==> config.mk <==
export PLATFORM = sky130hd
export DESIGN_NAME = vm_change_dispenser
export DESIGN_NICKNAME = d
export VERILOG_FILES = /design/src/rtl/vm_pkg.sv /design/src/rtl/vm_coin_counter.sv /design/src/rtl/vm_change_dispenser.sv
export SDC_FILE = /design/constraint.sdc
export NUM_CORES = 1
export LEC_CHECK = 0
export CAP_MARGIN = 20
export CORE_MARGIN = 4
export CORE_UTILIZATION = 30
export DETAILED_ROUTE_END_ITERATION = 16
export MAX_ROUTING_LAYER = met4
export SYNTH_ARGS = -nofsm -noshare
export SYNTH_HDL_FRONTEND = slang
export SYNTH_SLANG_ARGS = --single-unit
export TNS_END_PERCENT = 10
==> constraint.sdc <==
create_clock -name clk -period 4.62 [get_ports clk]
set_input_delay 0.924 -clock clk [delete_from_list [all_inputs] [get_ports clk]]
set_output_delay 0.924 -clock clk [all_outputs]
set_load 0.02 [all_outputs]
==> src/rtl/vm_pkg.sv <==
// Shared types and constants for the vending-machine change payout path.
package vm_pkg;
  typedef enum logic [1:0] {IDLE, PLAN, COIN, GAP} state_e;
  typedef enum logic {DIME, NICKEL} coin_e;

  localparam logic [1:0] ERR_NONE    = 2'b00;
  localparam logic [1:0] ERR_INSUF   = 2'b01;
  localparam logic [1:0] ERR_TIMEOUT = 2'b10;

  // Coin values in nickel units
  localparam int COIN_VALUE_DIME   = 2;
  localparam int COIN_VALUE_NICKEL = 1;
endpackage

==> src/rtl/vm_coin_counter.sv <==
// Saturating up/down inventory counter; simultaneous inc and dec cancel out.
module vm_coin_counter #(
  parameter int               WIDTH = 8,
  parameter logic [WIDTH-1:0] INIT  = '0
) (
  input  logic             clk,
  input  logic             rst,
  input  logic             inc,
  input  logic             dec,
  output logic [WIDTH-1:0] count
);
  logic [WIDTH-1:0] cnt_q;

  always_ff @(posedge clk or negedge rst) begin
    if (!rst)                                 cnt_q <= INIT;
    else if (inc && !dec && (cnt_q != '1))    cnt_q <= cnt_q + WIDTH'(1);
    else if (dec && !inc && (cnt_q != '0))    cnt_q <= cnt_q - WIDTH'(1);
  end

  assign count = cnt_q;
endmodule

==> src/rtl/vm_change_dispenser.sv <==
// Change payout: greedy dime-first planning, one-coin-at-a-time eject with ack
// handshake and timeout, and dime/nickel inventory tracking.
module vm_change_dispenser
  import vm_pkg::*;
#(
  parameter int AMT_W        = 5,
  parameter int CNT_W        = 8,
  parameter int ACK_TIMEOUT  = 15,
  parameter int INIT_DIMES   = 0,
  parameter int INIT_NICKELS = 0
) (
  input  logic             clk,
  input  logic             rst,
  input  logic             req_valid,
  input  logic [AMT_W-1:0] req_amount,
  output logic             req_ready,
  input  logic             refill_d,
  input  logic             refill_n,
  output logic             dime_out,
  output logic             nickel_out,
  input  logic             mech_ack,
  output logic             done,
  output logic             err,
  output logic [1:0]       err_code,
  output logic [CNT_W-1:0] dime_cnt,
  output logic [CNT_W-1:0] nickel_cnt
);
  localparam int TW = $clog2(ACK_TIMEOUT + 1);
  localparam int PW = CNT_W + AMT_W + 1;

  state_e           state_q, state_d;
  logic [AMT_W-1:0] amt_q, amt_d;
  logic [AMT_W:0]   nd_q, nd_d, nn_q, nn_d;
  logic [TW-1:0]    to_q, to_d;
  logic             done_q, done_d, err_q, err_d;
  logic [1:0]       code_q, code_d;
  logic             dec_dime, dec_nick;
  coin_e            cur_coin;
  logic [PW-1:0]    half, dcnt, plan_nd, plan_nn;

  vm_coin_counter #(.WIDTH(CNT_W), .INIT(CNT_W'(INIT_DIMES))) u_dimes (
    .clk(clk), .rst(rst), .inc(refill_d), .dec(dec_dime), .count(dime_cnt));

  vm_coin_counter #(.WIDTH(CNT_W), .INIT(CNT_W'(INIT_NICKELS))) u_nickels (
    .clk(clk), .rst(rst), .inc(refill_n), .dec(dec_nick), .count(nickel_cnt));

  // Planner works in a width that holds both the amount and the inventory
  assign half     = PW'(amt_q >> 1);
  assign dcnt     = PW'(dime_cnt);
  assign plan_nd  = (dcnt < half) ? dcnt : half;
  assign plan_nn  = PW'(amt_q) - PW'(COIN_VALUE_DIME) * plan_nd;
  assign cur_coin = (nd_q != '0) ? DIME : NICKEL;

  always_comb begin
    state_d  = state_q;
    amt_d    = amt_q;
    nd_d     = nd_q;
    nn_d     = nn_q;
    to_d     = to_q;
    done_d   = 1'b0;
    err_d    = 1'b0;
    code_d   = ERR_NONE;
    dec_dime = 1'b0;
    dec_nick = 1'b0;
    case (state_q)
      IDLE: if (req_valid) begin
        amt_d = req_amount;
        if (req_amount == '0) done_d  = 1'b1;
        else                  state_d = PLAN;
      end
      PLAN: if (plan_nn > PW'(nickel_cnt)) begin
        err_d   = 1'b1;
        code_d  = ERR_INSUF;
        state_d = IDLE;
      end else begin
        nd_d    = (AMT_W+1)'(plan_nd);
        nn_d    = (AMT_W+1)'(plan_nn);
        to_d    = '0;
        state_d = COIN;
      end
      COIN: if (mech_ack) begin
        if (cur_coin == DIME) begin
          nd_d     = nd_q - (AMT_W+1)'(1);
          dec_dime = 1'b1;
        end else begin
          nn_d     = nn_q - (AMT_W+1)'(1);
          dec_nick = 1'b1;
        end
        state_d = GAP;
      end else if (to_q == TW'(ACK_TIMEOUT - 1)) begin
        err_d   = 1'b1;
        code_d  = ERR_TIMEOUT;
        state_d = IDLE;
      end else begin
        to_d = to_q + TW'(1);
      end
      GAP: if ((nd_q | nn_q) != '0) begin
        to_d    = '0;
        state_d = COIN;
      end else begin
        done_d  = 1'b1;
        state_d = IDLE;
      end
      default: state_d = IDLE;
    endcase
  end

  always_ff @(posedge clk or negedge rst) begin
    if (!rst) begin
      state_q <= IDLE;
      amt_q   <= '0;
      nd_q    <= '0;
      nn_q    <= '0;
      to_q    <= '0;
      done_q  <= 1'b0;
      err_q   <= 1'b0;
      code_q  <= ERR_NONE;
    end else begin
      state_q <= state_d;
      amt_q   <= amt_d;
      nd_q    <= nd_d;
      nn_q    <= nn_d;
      to_q    <= to_d;
      done_q  <= done_d;
      err_q   <= err_d;
      code_q  <= code_d;
    end
  end

  assign req_ready  = (state_q == IDLE);
  assign dime_out   = (state_q == COIN) && (cur_coin == DIME);
  assign nickel_out = (state_q == COIN) && (cur_coin == NICKEL);
  assign done       = done_q;
  assign err        = err_q;
  assign err_code   = code_q;
endmodule

==> results.yml, run 1 <==
sta:
  relSlewSlack_pct: 67.58
  tightest_slew_ns: 0.4819
  layout_min_cycle_time_ns: 4.318
  fin_skew_ns: 0.009201
  setup_viol: 0
  rsz0062_at_grt: "false"
  period_share_pct: 93.46
  fmax_mhz: 231.6
  finalHoldViolCount: 0
  report.final.slew_viol_count: 0
  fin_tns_setup_ns: 0
min_path:
  hold_path_class: "reg -> reg"
  holdPathStages: 2
worst_setup_path:
  crit_fanout: 8
  worst_ep_arrival_time_ns: 4.56
  ff2ff_path_depth: 18
  crit_path_end_kind: "flip-flop"
  cp-start-kind: "flip-flop"
  worst-setup-path-type: "reg -> reg"
  cp.required_ns: 4.86
global_routing:
  grt_start_max_net_pins: 44
  grt_util_met2_pct: 20.27
  antenna_found_initial: 0
  overflow: 0
  top_usage_layer: "met2"
  grt_use_total_pct: 12.30
  first_global_vias: 2577
  use_met3_pct: 2.337
  gr-usage-met1_pct: 15.74
  grt_pass1_wl_um: 12480
clocking:
  clock_latency_ns: 0.30
  root_buffer: "clkbuf_8"
  numCtsBuffers: 5
  cts.htree.levels: 2
  hold_buffers: 0
  clock-sinks: 43
  cts_setup_buffers: 0
  cts_tree: "built"
  ctsResizeCount: 0
  cts_buffer_depth: 2
  clkTransAtPathRegs_ns: 0.09
floorplan:
  initial_core_util_pct: 30.98
  die_area_mm2: 0.01243
  design.core.area_mm2: 0.01037
  die_h_um: 111.5
  die_w_um: 111.5
  io_pins: 34
  num_rows: 37
power:
  powerDensity_mw_per_mm2: 791.2
  comb_power_share_pct: 67.3
  p_leak_nw: 1.655
  pwr-share-seq_pct: 24.9
  switchingPower_w: 0.001479
  switching_share_pct: 48.56
  p_int_w: 0.001568
  clkPwrFrac_pct: 7.8
  ir_drop_v: 0.0003589
synth:
  yosysWarnings: 0
  synth_fp_nets: 394
  yosysSeqAreaShare_pct: 33.49
  synth_cell_type_count: 50
  postSynthCellCount: 345
  synth-seq-cells: 43
  avgSynthCellArea_um2: 9.313
  async_reset_ff_share_pct: 100.0
  synth_flop_cell: "dfrtp_1"
  synth_edf_count: 0
  synth_area_mm2: 0.003213
final_layout:
  fin_cells: 522
  layout-drive-gt1-share_pct: 7.772
  final_cell_mix: "dfrtp_1, ha_1, clkdlybuf4s50_1"
  multiInputGateArea_mm2: 0.002043
  diodes: 0
  post-route-cell-area_mm2: 0.003851
  syn_to_final_growth_pct: 19.86
  final_nets: 434
  seq_area_mm2: 0.001076
  nFillCells: 1081
  final_common_cell: "dfrtp_1"
drt:
  drtPass1Iterations: 4
  wire_per_inst_um: 14.23
  drt-total-wl_um: 7428
  ant_nets: 0
  first_iter_violations: 124
  route.vias.total: 2615
  viasPerCell: 5.010
  drc_errors: 0
placed_design:
  dp.cells: 513
  hpwl_um: 5816
  port_buffers: 33
  gp_congestion: 0.8218
  place_area_mm2: 0.003716
flow_run:
  cap_violations: 0
outcome:
  status: "finished, final reports clean"
[worst paths after layout]
| path | start | to | slack [ns] |
|---|---|---|---|
| hold / removal | to_q[3]$_DFFE_PN0P_ | to_q[3]$_DFFE_PN0P_ | 0.53 |
| hold reg to reg | to_q[3]$_DFFE_PN0P_ | to_q[3]$_DFFE_PN0P_ | 0.53 |
| min in group asynchronous | rst | to_q[2]$_DFFE_PN0P_ | 0.57 |
| max in group asynchronous | rst | u_nickels.count[4]$_DFFE_PN0P_ | 3.55 |
| setup / recovery | u_dimes.count[2]$_DFFE_PN0P_ | to_q[3]$_DFFE_PN0P_ | 0.30 |
| setup reg to reg | u_dimes.count[2]$_DFFE_PN0P_ | to_q[3]$_DFFE_PN0P_ | 0.30 |
[area by class of cell]
cell class	instances	area share, %
multi-input cells	271	53.05
repair buffers	38	9.942
clock inverters	1	0.1300
well taps	136	4.418
clock buffers	7	1.982
inverters	26	2.534
flip-flops and latches	43	27.94
[power groups by stage]
stage	registers [W]	logic, W	clock network (W)
after floorplan	0.000798	0.00141	0
after global placement	0.000752	0.00198	0
after detailed placement	0.000761	0.00203	0
after CTS	0.000755	0.00204	0.000249
after global routing	0.000792	0.00230	0.000260
final	0.000757	0.00205	0.000239
[stage by stage]
stage	worst slack (ns)	hold slack [ns]	util, %	total power, W
finish	0.3022	0.5252	37.14	0.003047
global placement	0.4231	0.4889	35.83	0.002731
detailed placement	0.2399	0.5078	35.83	0.002789
global route	0.008209	0.5752	37.14	0.003350
CTS	0.2225	0.5293	36.62	0.003043
floorplan	0.4126	0.4716	-	0.002211
[cells in the mapped netlist, types with 7 or more instances]
master	count	area share [%]
nand2b_1	7	1.4
inv_1	26	3.0
o21ai_0	13	2.0
mux2_2	9	3.2
mux2i_1	11	3.4
dfrtp_1	43	33
nand2_1	25	2.9
xor2_1	10	2.7
ha_1	35	14
a21oi_1	27	4.2
nand3_1	16	2.5
nor2_1	28	3.3
[kinds of logic (layout without fill, tap and decap cells)]
| family | after synthesis | after routing | share of synthesized area (%) |
|---|---|---|---|
| compound gates | 74 | 74 | 15.34 |
| xor+xnor | 16 | 16 | 4.361 |
| fa+ha+maj | 38 | 38 | 15.50 |
| buf+inv | 31 | 72 | 3.738 |
| flops | 43 | 43 | 33.49 |
| mux | 20 | 20 | 6.581 |
| simple gates | 123 | 123 | 20.99 |
[worst max-delay path: stages (launching register included)]
cell and delay, ns:
dfrtp_1 0.45, ha_1 0.34, a21oi_1 0.15, o21ai_0 0.09, a21oi_1 0.15, buf_4 0.17
mux2i_4 0.27, ha_1 0.26, nor2b_1 0.14, o21ai_0 0.14, nand2b_1 0.13, xor2_2 0.17
ha_1 0.30, a21oi_1 0.16, o221ai_1 0.23, o211ai_4 0.33, nand4_4 0.17, or4b_1 0.52
nand3_1 0.09
[state kept, by name, indices dropped and copies added, names as in the netlist]
register,count
u_dimes.count,8
u_nickels.count,8
nd_q,6
nn_q,6
amt_q,5
to_q,4
err_code,2
state_q,2
done,1
err,1
[layer usage]
| metal | routed length, µm | up-vias |
|---|---|---|
| met5 | 0 | - |
| met4 | 61 | 0 |
| met3 | 255 | 7 |
| met2 | 3630 | 37 |
| met1 | 3480 | 1241 |
| li1 | - | 1330 |
No activity file was read; power rests on OpenSTA's default activity.
==> run 2: changes to the inputs <==
--- a/config.mk
+++ b/config.mk
@@ -5,11 +5,13 @@
 export SDC_FILE = /design/constraint.sdc
 export NUM_CORES = 1
 export LEC_CHECK = 0
+export ABC_AREA = 1
 export CAP_MARGIN = 20
 export CORE_MARGIN = 4
 export CORE_UTILIZATION = 30
 export DETAILED_ROUTE_END_ITERATION = 16
 export MAX_ROUTING_LAYER = met4
+export RECOVER_POWER = 50
 export SYNTH_ARGS = -nofsm -noshare
 export SYNTH_HDL_FRONTEND = slang
 export SYNTH_SLANG_ARGS = --single-unit
==> results.yml, run 2 <==
outcome:
  status: "finished, final reports clean"
synth:
  synthSimpleGateAreaFrac_pct: 29.87
  synth_top_family_by_area: "simple AND/OR/NAND/NOR gates"
  synth_adder_area_share_pct: 14.61
  yosysMostFrequentCell: "nand2_1"
  synth_xor_area_share_pct: 5.138
  synth_edf_count: 0
  synth_fp_nets: 502
  netlist_top_cells_count: "nand2_1, inv_1, dfrtp_1"
  yosysSeqAreaShare_pct: 31.56
  synth-seq-cells: 43
  synth-compound-area-share_pct: 9.725
  yosysWarnings: 0
  postSynthCellCount: 453
  async_reset_ff_share_pct: 100.0
  avgSynthCellArea_um2: 7.527
  synth_area_mm2: 0.003410
  yosysTopAreaCellShare_pct: 31.56
  synth_mux_area_share_pct: 0
  synth_area_leaders: "dfrtp_1, nand2_1, ha_1"
  synth_flop_cell: "dfrtp_1"
  synth_cell_type_count: 38
  synth_area_leader_cell: "dfrtp_1"
min_path:
  min_from: "nd_q[1]$_DFFE_PN0P_"
  hold_path_class: "reg -> reg"
  holdPathStages: 2
sta:
  layout_min_cycle_time_ns: 4.174
  hold-worst-slack_ns: 0.4715
  fin_tns_setup_ns: 0
  tightest_slew_ns: 1.264
  finalHoldViolCount: 0
  report.final.slew_viol_count: 0
  rsz0062_at_grt: "false"
  period_share_pct: 90.35
  relSlewSlack_pct: 15.73
  fmax_mhz: 239.6
  fin_skew_ns: 0.003981
  setup_viol: 0
worst_setup_path:
  worst_ep_arrival_time_ns: 4.36
  cp.required_ns: 4.80
  reg2reg_slack_ns: 0.45
  cp-endpoint: "nd_q[4]$_DFFE_PN0P_"
  rr_startpoint: "u_dimes.count[3]$_DFFE_PN0P_"
  crit_slowest_cell: "dfrtp_1"
  crit_fanout: 13
  ff2ff_path_depth: 26
  cpMostUsedCell: "nand2_1"
  worst-setup-path-type: "reg -> reg"
  cp-start-kind: "flip-flop"
  critPathMaxStageDelay_ns: 0.43
  crit_start: "u_dimes.count[3]$_DFFE_PN0P_"
  crit_path_end_kind: "flip-flop"
  rr_endpoint: "nd_q[4]$_DFFE_PN0P_"
clocking:
  cts_setup_buffers: 0
  hold_buffers: 0
  clkTransAtPathRegs_ns: 0.06
  cts.htree.levels: 2
  clock-sinks: 43
  clock_latency_ns: 0.29
  cts_tree: "built"
  ctsResizeCount: 0
  root_buffer: "clkbuf_16"
  cts_buffer_depth: 2
  numCtsBuffers: 5
global_routing:
  grt_use_total_pct: 13.45
  gr-usage-met1_pct: 15.69
  antenna_found_initial: 0
  use_met3_pct: 2.484
  grt_pass1_wl_um: 13930
  first_global_vias: 3033
  overflow: 0
  top_usage_layer: "met2"
  grt_util_met2_pct: 23.59
  grt_start_max_net_pins: 44
power:
  powerDensity_mw_per_mm2: 827.9
  pwr-share-seq_pct: 22.2
  switching_share_pct: 50.76
  switchingPower_w: 0.001677
  p_leak_nw: 2.023
  p_int_w: 0.001627
  ir_drop_v: 0.0003068
  clkPwrFrac_pct: 10.8
  comb_power_share_pct: 67.0
drt:
  drtPass1Iterations: 4
  viasPerCell: 4.786
  first_iter_violations: 103
  drt-total-wl_um: 8042
  wire_per_inst_um: 12.85
  route.vias.total: 2996
  ant_nets: 0
  drc_errors: 0
final_layout:
  syn_to_final_growth_pct: 17.03
  diodes: 0
  finalCoreUtilization_pct: 36.33
  layout-drive-gt1-share_pct: 6.996
  final_common_cell: "nand2_1"
  nFillCells: 1132
  final_nets: 535
  final_cell_mix: "nand2_1, inv_1, dfrtp_1"
floorplan:
  io_pins: 34
  die_w_um: 114.6
  die_h_um: 114.6
  die_area_mm2: 0.01313
  initial_core_util_pct: 31.04
  num_rows: 38
  design.core.area_mm2: 0.01098
flow_run:
  cap_violations: 0
placed_design:
  hpwl_um: 6278
  gp_congestion: 0.8442
  port_buffers: 33
==> run 2: metrics by stage <==
step                std cells  power (W)  worst slack [ns]  area [µm²]
floorplan                 453   0.002376             1.085        3410
global placement          618   0.002893            0.6807        3844
detailed placement        618   0.002965            0.4924        3844
CTS                       625   0.003343            0.4711        3988
global route              626   0.003695           0.03339        3990
finish                    626   0.003303            0.4459        3990
==> run 2: logic make-up after synthesis <==
| family | count (synthesis) |
|---|---|
| adder cells (fa/ha/maj) | 38 |
| AND/OR/NAND/NOR | 223 |
| XOR/XNOR | 20 |
| AO/OA/AOI/OAI | 57 |
| buffers and inverters | 72 |
| flip-flops | 43 |
==> run 2: layout make-up <==
| type | instances | area, µm² | area share (%) |
|---|---|---|---|
| Sequential cell | 43 | 1076 | 26.97 |
| Timing Repair Buffer | 35 | 335.3 | 8.404 |
| Clock inverter | 1 | 5.005 | 0.1254 |
| Inverter | 63 | 236.5 | 5.927 |
| Tap cell | 140 | 175.2 | 4.390 |
| Clock buffer | 6 | 138.9 | 3.481 |
| Multi-Input combinational cell | 338 | 2023 | 50.71 |
==> run 2: worst min path at each step <==
stage                                endpoint
after global placement    nn_q[1]$_DFFE_PN0P_
final                     nd_q[1]$_DFFE_PN0P_
after global routing      nd_q[1]$_DFFE_PN0P_
after floorplan           nd_q[0]$_DFFE_PN0P_
after detailed placement  nd_q[1]$_DFFE_PN0P_
after CTS                 nd_q[1]$_DFFE_PN0P_
==> run 2: metal layers <==
| metal | vias up | wire [µm] |
|---|---|---|
| met5 | - | 0 |
| met3 | 7 | 227 |
| met1 | 1402 | 3601 |
| li1 | 1544 | - |
| met4 | 0 | 84 |
| met2 | 43 | 4128 |
==> run 2: power groups by stage <==
stage | registers, W | logic [W] | clock network (W)
after floorplan | 0.000781 | 0.00159 | 0
after global placement | 0.000733 | 0.00216 | 0
after detailed placement | 0.000742 | 0.00222 | 0
after CTS | 0.000737 | 0.00224 | 0.000370
after global routing | 0.000764 | 0.00255 | 0.000382
final | 0.000732 | 0.00221 | 0.000357
==> run 2: worst max-delay path: cells and delay by family (launching register included) <==
family | cells | cell delay [ns]
compound gates | 3 | 0.43
fa+ha+maj | 4 | 1.10
buf+inv | 3 | 0.40
flops | 1 | 0.43
simple gates | 16 | 1.70
==> run 3: changes to the inputs <==
--- a/config.mk
+++ b/config.mk
@@ -8,9 +8,10 @@
 export ABC_AREA = 1
 export CAP_MARGIN = 20
 export CORE_MARGIN = 4
-export CORE_UTILIZATION = 30
+export CORE_UTILIZATION = 58
 export DETAILED_ROUTE_END_ITERATION = 16
 export MAX_ROUTING_LAYER = met4
+export PLACE_DENSITY = 0.81
 export RECOVER_POWER = 50
 export SYNTH_ARGS = -nofsm -noshare
 export SYNTH_HDL_FRONTEND = slang
==> results.yml, run 3 (synthesis gave the netlist of run 2 again) <==
clocking:
  cts_tree: "built"
  clock_latency_ns: 0.29
  numCtsBuffers: 5
  root_buffer: "clkbuf_8"
  ctsResizeCount: 0
  cts.htree.levels: 2
  cts_setup_buffers: 0
  hold_buffers: 0
  clock-sinks: 43
  clkTransAtPathRegs_ns: 0.08
  cts_buffer_depth: 2
final_layout:
  diodes: 0
  layout-drive-gt1-share_pct: 6.982
  nFillCells: 497
  final_cell_mix: "nand2_1, inv_1, dfrtp_1"
  syn_to_final_growth_pct: 14.20
  final_nets: 535
  final_common_cell: "nand2_1"
  finalCoreUtilization_pct: 69.43
worst_setup_path:
  cp.required_ns: 4.81
  cp_top_family: "simple AND/OR/NAND/NOR gates"
  worst-setup-path-type: "reg -> reg"
  worst_ep_arrival_time_ns: 4.27
  path_depth: 27
  crit_path_end_kind: "flip-flop"
  critPathMaxStageDelay_ns: 0.40
  crit_start: "amt_q[4]$_DFFE_PN0P_"
  cp_num_buf_inv: 5
  ff2ff_path_depth: 27
  crit_fanout: 12
  cp-start-kind: "flip-flop"
  rr_startpoint: "amt_q[4]$_DFFE_PN0P_"
  cpMostUsedCell: "nand2_1"
  crit_slowest_cell: "fa_1"
drt:
  drt-total-wl_um: 7572
  route.vias.total: 3037
  viasPerCell: 5.433
  ant_nets: 0
  drtPass1Iterations: 4
  first_iter_violations: 198
  wire_per_inst_um: 13.55
  drc_errors: 0
min_path:
  hold_path_class: "reg -> reg"
  holdPathStages: 2
  min_from: "nd_q[1]$_DFFE_PN0P_"
global_routing:
  grt_start_max_net_pins: 44
  overflow: 0
  first_global_vias: 2986
  grt_use_total_pct: 23.25
  grt_pass1_wl_um: 13410
  antenna_found_initial: 0
floorplan:
  die_w_um: 84.67
  die_h_um: 84.67
  die_area_mm2: 0.007169
  num_rows: 27
  io_pins: 34
  initial_core_util_pct: 60.80
  design.core.area_mm2: 0.005608
sta:
  fin_tns_setup_ns: 0
  relSlewSlack_pct: 12.83
  fmax_mhz: 244.9
  tightest_slew_ns: 1.308
  fin_skew_ns: 0.005977
  period_share_pct: 88.39
  layout_min_cycle_time_ns: 4.084
  finalHoldViolCount: 0
  report.final.slew_viol_count: 0
  rsz0062_at_grt: "false"
  setup_viol: 0
placed_design:
  gp_congestion: 0.9528
  hpwl_um: 5697
  port_buffers: 33
outcome:
  status: "finished, final reports clean"
flow_run:
  cap_violations: 0
[run 3: changes by cell type in the layout (fill, tap and decap cells not counted)]
cell,change
nand2_2,+1
clkbuf_16,-5
clkbuf_1,+1
clkbuf_8,+4
clkdlybuf4s50_1,+2
or2_0,+1
nand2_1,-1
dlygate4sd3_1,-2
or2_4,-1
clkinv_2,-1
bufinv_16,+2
[run 3: path summary, 6_finish.rpt]
check                                            endpoint  slack [ns]
setup / recovery                      nd_q[0]$_DFFE_PN0P_        0.54
max in group asynchronous             nd_q[2]$_DFFE_PN0P_        2.09
min in group asynchronous  u_nickels.count[4]$_DFFE_PN0P_        0.80
setup reg to reg                      nd_q[0]$_DFFE_PN0P_        0.54
hold / removal                        nd_q[1]$_DFFE_PN0P_        0.47
hold reg to reg                       nd_q[1]$_DFFE_PN0P_        0.47
[run 3: final cells by class]
| cell class | instances | area [µm²] | area share [%] |
|---|---|---|---|
| Multi-Input combinational cell | 338 | 2023 | 51.96 |
| Timing Repair Buffer | 35 | 335.3 | 8.612 |
| Clock inverter | 2 | 60.06 | 1.542 |
| Clock buffer | 6 | 72.57 | 1.864 |
| Inverter | 63 | 236.5 | 6.073 |
| Tap cell | 72 | 90.09 | 2.314 |
| Sequential cell | 43 | 1076 | 27.63 |
[run 3: metal layers]
| layer | up-vias | global-route usage [%] | share of wire [%] | wire length (µm) |
|---|---|---|---|---|
| met4 | 0 | 7.482 | 1.8 | 136 |
| li1 | 1531 | - | - | - |
| met1 | 1421 | 30.14 | 46 | 3501 |
| met5 | - | - | 0 | 0 |
| met2 | 70 | 37.30 | 48 | 3672 |
| met3 | 15 | 3.631 | 3.5 | 262 |
[run 3: worst register-to-register path: cells and delay by family (launching register included)]
family	cells	cell delay, ns
AOI/OAI and AO/OA	3	0.42
adders and majority gates	4	1.09
buffers and inverters	5	0.53
DFF	1	0.39
and+or+nand+nor	15	1.57
[run 3: through the flow]
stage               worst slack [ns]  instance area, µm²  hold WS [ns]  instances
floorplan                      1.085                3410        0.4419        453
global placement              0.7465                3759        0.4579        550
detailed placement            0.5277                3759        0.4596        550
CTS                           0.4582                3891        0.4804        558
global route                  0.1255                3894        0.4961        559
finish                        0.5365                3894        0.4741        559
Power of run 3 is left out: the tool's default activity adds up to more than one toggle a clock period on the data nets, which glitch-free logic cannot reach.
